`config.mk`:
```
export PLATFORM = sky130hd
export DESIGN_NAME = ddr_zqcal_ctrl
export DESIGN_NICKNAME = d
export VERILOG_FILES = /design/src/rtl/ddr_zqcal_pkg.sv /design/src/rtl/ddr_zqcal_demet.sv /design/src/rtl/ddr_zqcal_sar.sv /design/src/rtl/ddr_zqcal_ctrl.sv
export SDC_FILE = /design/constraint.sdc
export NUM_CORES = 1
export LEC_CHECK = 0
export CORE_MARGIN = 3
export CORE_UTILIZATION = 55
export DETAILED_ROUTE_END_ITERATION = 10
export HOLD_SLACK_MARGIN = 0.08
export PLACE_DENSITY = 0.8
export SYNTH_ARGS = -nofsm -noshare
export SYNTH_HDL_FRONTEND = slang
export SYNTH_SLANG_ARGS = --single-unit
```
`constraint.sdc`:
```
create_clock -name i_clk -period 3 [get_ports i_clk]
set_input_delay 0.75 -clock i_clk [delete_from_list [all_inputs] [get_ports i_clk]]
set_output_delay 0.75 -clock i_clk [all_outputs]
set_load 0.02 [all_outputs]
```
`src/rtl/ddr_zqcal_pkg.sv`:
```
// rtl/ddr_zqcal_pkg.sv - shared types and constants for the ZQ calibration controller
package ddr_zqcal_pkg;

    localparam int ZQCAL_SYNC_STAGES = 2;

    typedef enum logic [2:0] {
        ST_IDLE    = 3'd0,
        ST_PD_SET  = 3'd1,
        ST_PD_WAIT = 3'd2,
        ST_PD_SAMP = 3'd3,
        ST_PU_SET  = 3'd4,
        ST_PU_WAIT = 3'd5,
        ST_PU_SAMP = 3'd6,
        ST_DONE    = 3'd7
    } zqcal_state_t;

    typedef enum logic {
        PHASE_PD = 1'b0,
        PHASE_PU = 1'b1
    } zqcal_phase_t;

endpackage

```
`src/rtl/ddr_zqcal_demet.sv`:
```
// rtl/ddr_zqcal_demet.sv - multi-flop demet synchronizer for a single asynchronous bit
module ddr_zqcal_demet #(
    parameter int STAGES = 2
) (
    input  logic i_clk,
    input  logic i_rst_n,
    input  logic i_d,
    output logic o_q
);

    logic [STAGES-1:0] sync_q;

    always_ff @(posedge i_clk or negedge i_rst_n) begin
        if (!i_rst_n) begin
            sync_q <= '0;
        end else begin
            sync_q <= {sync_q[STAGES-2:0], i_d};
        end
    end

    assign o_q = sync_q[STAGES-1];

endmodule

```
`src/rtl/ddr_zqcal_sar.sv`:
```
// rtl/ddr_zqcal_sar.sv - one SAR search engine (trial code, bit index, keep/clear decision)
module ddr_zqcal_sar #(
    parameter int CODE_W = 6
) (
    input  logic              i_clk,
    input  logic              i_rst_n,
    input  logic              i_clr,
    input  logic              i_set,
    input  logic              i_step,
    input  logic              i_keep,
    output logic [CODE_W-1:0] o_trial,
    output logic [CODE_W-1:0] o_decided,
    output logic              o_last
);

    localparam int IDX_W = $clog2(CODE_W);

    logic [CODE_W-1:0] trial_q, trial_d;
    logic [CODE_W-1:0] bit_mask;
    logic [IDX_W-1:0]  idx_q, idx_d;

    assign bit_mask  = CODE_W'(1) << idx_q;
    // Trial value after the current bit's keep/clear verdict; lets the caller latch the final code
    assign o_decided = i_keep ? trial_q : (trial_q & ~bit_mask);
    assign o_trial   = trial_q;
    assign o_last    = (idx_q == '0);

    always_comb begin
        trial_d = trial_q;
        idx_d   = idx_q;
        if (i_clr) begin
            trial_d = '0;
            idx_d   = IDX_W'(CODE_W - 1);
        end else if (i_set) begin
            trial_d = trial_q | bit_mask;
        end else if (i_step) begin
            trial_d = o_decided;
            if (idx_q != '0) begin
                idx_d = idx_q - IDX_W'(1);
            end
        end
    end

    always_ff @(posedge i_clk or negedge i_rst_n) begin
        if (!i_rst_n) begin
            trial_q <= '0;
            idx_q   <= IDX_W'(CODE_W - 1);
        end else begin
            trial_q <= trial_d;
            idx_q   <= idx_d;
        end
    end

endmodule

```
`src/rtl/ddr_zqcal_ctrl.sv`:
```
// rtl/ddr_zqcal_ctrl.sv - ZQ calibration FSM: NCAL then PCAL SAR search; DDR_ZQCAL_AVG_EN selects 3-sample majority voting
module ddr_zqcal_ctrl
    import ddr_zqcal_pkg::*;
#(
    parameter int CODE_W = 6,
    parameter int CNT_W  = 8
) (
    input  logic              i_clk,
    input  logic              i_rst_n,
    input  logic              i_start,
    input  logic              i_abort,
    input  logic [CNT_W-1:0]  i_settle_cnt,
    input  logic              i_zqcal_comp,
    output logic              o_cal_ena,
    output logic              o_pd_sel,
    output logic [CODE_W-1:0] o_ncal,
    output logic [CODE_W-1:0] o_pcal,
    output logic              o_busy,
    output logic              o_done,
    output logic [1:0]        o_sat
);

    zqcal_state_t      state_q, state_d;
    zqcal_phase_t      phase;
    logic [CNT_W:0]    cnt_q, cnt_d;
    logic [CODE_W-1:0] ncal_q, ncal_d;
    logic [CODE_W-1:0] pcal_q, pcal_d;
    logic [1:0]        sat_q, sat_d;
    logic              comp_sync;
    logic              keep;
    logic              fire;
    logic              sar_clr, sar_set, sar_step, sar_last;
    logic [CODE_W-1:0] sar_trial, sar_decided;
    logic              in_pd, in_pu;

    function automatic logic is_sat(input logic [CODE_W-1:0] code);
        return (code == '0) || (&code);
    endfunction

    ddr_zqcal_demet #(
        .STAGES (ZQCAL_SYNC_STAGES)
    ) u_demet (
        .i_clk   (i_clk),
        .i_rst_n (i_rst_n),
        .i_d     (i_zqcal_comp),
        .o_q     (comp_sync)
    );

    ddr_zqcal_sar #(
        .CODE_W (CODE_W)
    ) u_sar (
        .i_clk     (i_clk),
        .i_rst_n   (i_rst_n),
        .i_clr     (sar_clr),
        .i_set     (sar_set),
        .i_step    (sar_step),
        .i_keep    (keep),
        .o_trial   (sar_trial),
        .o_decided (sar_decided),
        .o_last    (sar_last)
    );

`ifdef DDR_ZQCAL_AVG_EN
    logic [1:0] vote_q, vote_d;
    logic [1:0] sidx_q, sidx_d;

    // Third sample of the window decides: majority of the two stored votes plus the current one
    always_comb begin
        vote_d = '0;
        sidx_d = '0;
        fire   = 1'b0;
        keep   = (({1'b0, vote_q} + {2'b00, comp_sync}) >= 3'd2);
        if ((state_q == ST_PD_SAMP || state_q == ST_PU_SAMP) && !i_abort) begin
            if (sidx_q == 2'd2) begin
                fire = 1'b1;
            end else begin
                vote_d = vote_q + {1'b0, comp_sync};
                sidx_d = sidx_q + 2'd1;
            end
        end
    end

    always_ff @(posedge i_clk or negedge i_rst_n) begin
        if (!i_rst_n) begin
            vote_q <= '0;
            sidx_q <= '0;
        end else begin
            vote_q <= vote_d;
            sidx_q <= sidx_d;
        end
    end
`else
    assign fire = 1'b1;
    assign keep = comp_sync;
`endif

    assign in_pd = (state_q == ST_PD_SET) || (state_q == ST_PD_WAIT) || (state_q == ST_PD_SAMP);
    assign in_pu = (state_q == ST_PU_SET) || (state_q == ST_PU_WAIT) || (state_q == ST_PU_SAMP);
    assign phase = in_pd ? PHASE_PD : PHASE_PU;

    always_comb begin
        state_d  = state_q;
        cnt_d    = cnt_q;
        ncal_d   = ncal_q;
        pcal_d   = pcal_q;
        sat_d    = sat_q;
        sar_clr  = 1'b0;
        sar_set  = 1'b0;
        sar_step = 1'b0;
        if (state_q != ST_IDLE && i_abort) begin
            state_d = ST_IDLE;
        end else begin
            case (state_q)
                ST_IDLE: begin
                    if (i_start) begin
                        state_d = ST_PD_SET;
                        sar_clr = 1'b1;
                        sat_d   = 2'b00;
                    end
                end
                ST_PD_SET, ST_PU_SET: begin
                    sar_set = 1'b1;
                    // Two extra wait cycles absorb the comparator synchronizer latency
                    cnt_d   = {1'b0, i_settle_cnt} + (CNT_W+1)'(1);
                    state_d = (phase == PHASE_PD) ? ST_PD_WAIT : ST_PU_WAIT;
                end
                ST_PD_WAIT, ST_PU_WAIT: begin
                    if (cnt_q == '0) begin
                        state_d = (phase == PHASE_PD) ? ST_PD_SAMP : ST_PU_SAMP;
                    end else begin
                        cnt_d = cnt_q - (CNT_W+1)'(1);
                    end
                end
                ST_PD_SAMP, ST_PU_SAMP: begin
                    if (fire) begin
                        if (!sar_last) begin
                            sar_step = 1'b1;
                            state_d  = (phase == PHASE_PD) ? ST_PD_SET : ST_PU_SET;
                        end else if (phase == PHASE_PD) begin
                            ncal_d  = sar_decided;
                            sar_clr = 1'b1;
                            state_d = ST_PU_SET;
                        end else begin
                            pcal_d  = sar_decided;
                            state_d = ST_DONE;
                        end
                    end
                end
                ST_DONE: begin
                    sat_d   = {is_sat(pcal_q), is_sat(ncal_q)};
                    state_d = ST_IDLE;
                end
                default: state_d = ST_IDLE;
            endcase
        end
    end

    always_ff @(posedge i_clk or negedge i_rst_n) begin
        if (!i_rst_n) begin
            state_q <= ST_IDLE;
            cnt_q   <= '0;
            ncal_q  <= '0;
            pcal_q  <= '0;
            sat_q   <= '0;
        end else begin
            state_q <= state_d;
            cnt_q   <= cnt_d;
            ncal_q  <= ncal_d;
            pcal_q  <= pcal_d;
            sat_q   <= sat_d;
        end
    end

    assign o_cal_ena = (state_q != ST_IDLE);
    assign o_busy    = (state_q != ST_IDLE);
    assign o_pd_sel  = in_pd;
    assign o_ncal    = in_pd ? sar_trial : ncal_q;
    assign o_pcal    = in_pu ? sar_trial : pcal_q;
    assign o_done    = (state_q == ST_DONE);
    assign o_sat     = sat_q;

endmodule

```
==> run metrics <==
first-pass GRT wire length=8.921 mm; row cnt=23; dpl hpwl=3.847 mm; Critical R2R Launch=cnt_q[0]$_DFFE_PN0P_; H-tree lvl count=2; Synth area leader=dfrtp_1; worst hold path class=flop to flop; fraction of layout cells with a size suffix above 1=0.1036; Final Slew Violations=0; post-synthesis compound-gate area fraction=0.1970; clk sink count=37; routed via count=2,024; VDD IR-drop max=495.3 uV; Setup crit end=o_pcal[4]; vias per inst=5.638; global-route usage over all layers=0.2160; fmax=351.4 MHz; Detailed Route WL=5.093 mm; static leakage=1.198 nW; pwr dens=755.7 nW/um2; crit start category=flop; number of iterations in the first detailed-routing pass=4; syn nets=302; Post-Layout Cell Count=359; worst setup path class=flop to output port; drt drc=0; CTS Buf Count=5; Worst-Margin Slew=0.7945 ns; total negative slack=0 ns; post-cts sizing count=0; worst skew pair latency=0.29 ns; CTS tree=yes; Final WS setup=0.1545 ns; sequential area share after synthesis=0.3941; Final GP Congestion=0.8322; Synth Area in Adders=0.05311; Final Core Density=0.6812; RSZ-0062 raised after global routing=false; Starting DRT DRC Count=99; Port Buffers=30; pre-CTS worst setup slack=0.3777 ns; Max Cap Viol=0; CP Buf/Inv Count=2; final critical-path share of the clock period=0.9485; synthesis-stage register bit count=37; largest net degree at the start of global routing=38; CP Max Fanout=14; Root Driver=clkbuf_8; R2R depth=7; vias in the first global route=1,924; largest family of logic cells by synthesized area=simple AND/OR/NAND/NOR gates; Netlist Area Pre-Place=2356 um2; Diodes inserted=0; synthesis warning total=0; area share of the largest cell type after synthesis=0.3717; CTS Buffer Depth=2; async set or reset register ratio after synthesis=1.000; reg-to-reg endpoint=cnt_q[3]$_DFFE_PN0P_; wire per inst=14.19 um; run status=finished, final reports clean; slew margin rel.=0.4703; grt ovf=0; Setup crit start=state_q[0]$_DFFE_PN0P_; clock-pin transition on the worst setup and hold timing paths=0.08 ns; CP max stage cell=clkdlybuf4s50_1; Clock Skew=0.007147 ns; R2R setup slack=0.83 ns; Core Area=4058 um2; die height=71.45 um; post-synthesis mux area share=0.03293; initial antenna violation count=0; Synth Area in Simple Gates=0.2454; Netlist cell types=51; # setup viols final=0; Final min period=2.845 ns; Starting Density=0.5806; Levels on crit path=4; XOR/XNOR share of the synthesized area=0.02602; Die Area=5105 um2; DIE WIDTH=71.45 um; final hold violation count=0; post-CTS setup buffer count=0; # fillers=345; CP cell instances=a21oi_1 > buf_4 > mux2_2 > clkdlybuf4s50_1; Mean Syn Cell Area=8.444 um2; EDFF count, synth=0; I/O pins=31; Synth-to-Final Area Change=17.31%; Worst EP arrival=2.10 ns; Final ANT Viol Nets=0; crit end category=output port; data required time of the worst path=2.25 ns; placed cells=351; post-synthesis instance total=279; Net count, final=331; crit-path leading delay family=buffers and inverters; synth top area cells=dfrtp_1 37%, nand2_1 8.8%, o21ai_0 5.5%, ha_1 5.3%, nor2_1 4.1%; Top FF cell, synth=dfrtp_1; Worst path max stage delay=0.54 ns; hold_buf cts=0
[worst min-delay path by stage]
| stage | from | to | slack [ns] | cells after the start |
|---|---|---|---|---|
| after CTS | u_demet.sync_q[0]$_DFF_PN0_ | u_demet.sync_q[1]$_DFF_PN0_ | 0.36 | 0 |
| final | u_demet.sync_q[0]$_DFF_PN0_ | u_demet.sync_q[1]$_DFF_PN0_ | 0.36 | 0 |
| after global routing | u_demet.sync_q[0]$_DFF_PN0_ | u_demet.sync_q[1]$_DFF_PN0_ | 0.37 | 0 |
| after global placement | u_demet.sync_q[0]$_DFF_PN0_ | u_demet.sync_q[1]$_DFF_PN0_ | 0.33 | 0 |
| after detailed placement | u_demet.sync_q[0]$_DFF_PN0_ | u_demet.sync_q[1]$_DFF_PN0_ | 0.34 | 0 |
| after floorplan | u_demet.sync_q[0]$_DFF_PN0_ | u_demet.sync_q[1]$_DFF_PN0_ | 0.33 | 0 |
[area by class of cell]
class	instances	area, um2	share of cell area
clock buffer	6	82.58	0.02988
inverter	12	45.04	0.01630
clock inverter	2	13.76	0.004980
timing repair buffer	34	325.3	0.1177
multi-input combinational	218	1306	0.4726
tap	50	62.56	0.02263
sequential	37	928.4	0.3359
[report_power, final]
part / internal, mW / switching (mW)
logic: 0.411 / 0.571
clock network: 0.186 / 0.179
registers: 0.604 / 0.139
[registers in the layout, indices dropped and copies added, names as in the netlist]
signal / count
state_q: 3
u_sar.o_trial: 6
ncal_q: 6
pcal_q: 6
cnt_q: 9
u_sar.idx_q: 3
u_demet.sync_q: 2
o_sat: 2
[cell families after synthesis]
group	count (synthesis)
adder cells (fa/ha/maj)	10
AND/OR/NAND/NOR	122
XOR/XNOR	7
multiplexers	7
buffers and inverters	24
AO/OA/AOI/OAI	72
flip-flops	37
[metal layers]
| layer | global-route usage | vias to the layer above | routed length, um |
|---|---|---|---|
| li1 | - | 1040 | - |
| met1 | 0.3139 | 938 | 2456 |
| met2 | 0.3357 | 41 | 2349 |
| met3 | 0.03366 | 5 | 228 |
| met4 | 0.06263 | 0 | 57 |
| met5 | 0 | - | 0 |
[cell usage in the layout (no fill, tap or decap), drive strengths merged, types with 2 or more instances in the layout]
| master | netlist | final |
|---|---|---|
| nand2 | 56 | 56 |
| dfrtp | 35 | 35 |
| o21ai | 31 | 31 |
| clkdlybuf4s50 | 0 | 29 |
| nor2 | 26 | 26 |
| a21oi | 13 | 13 |
| inv | 12 | 12 |
| ha | 10 | 10 |
| nor3 | 9 | 9 |
| nand3 | 8 | 8 |
| mux2 | 6 | 6 |
| clkbuf | 3 | 6 |
| buf | 9 | 5 |
| nor4 | 4 | 4 |
| a22o | 4 | 4 |
| xor2 | 4 | 4 |
| nand2b | 4 | 4 |
| or3 | 3 | 3 |
| xnor2 | 3 | 3 |
| nand4 | 3 | 3 |
| a31oi | 3 | 3 |
| a22oi | 3 | 3 |
| o21a | 2 | 2 |
| o221ai | 2 | 2 |
| nor2b | 2 | 2 |
| a31o | 2 | 2 |
| or4 | 2 | 2 |
| a21boi | 2 | 2 |
| and3 | 2 | 2 |
| o22a | 2 | 2 |
| dfstp | 2 | 2 |
| o31ai | 2 | 2 |
| clkinv | 0 | 2 |
[metrics by stage]
| step | hold WS [ns] | power [mW] | instance area [um2] |
|---|---|---|---|
| after global routing | 0.3705 | 2.243 | 2764 |
| after global placement | 0.3320 | 1.712 | 2668 |
| after floorplan | 0.3312 | 1.434 | 2356 |
| after CTS | 0.3601 | 2.096 | 2764 |
| final | 0.3561 | 2.089 | 2764 |
| after detailed placement | 0.3420 | 1.727 | 2668 |
[cell usage after synthesis (3+ instances only)]
cell type and n:
a21oi_1 12, a22o_1 4, a22oi_1 3, a31oi_1 3, buf_2 4, buf_4 3, clkbuf_1 3, dfrtp_1 35
ha_1 10, inv_1 12, mux2_2 6, nand2_1 55, nand2b_1 3, nand3_1 8, nand4_1 3, nor2_1 26
nor3_1 7, nor4_1 4, o21ai_0 26, o21ai_1 4, or3_1 3, xnor2_1 3, xor2_1 4
No activity file was read; power rests on OpenSTA's default activity.
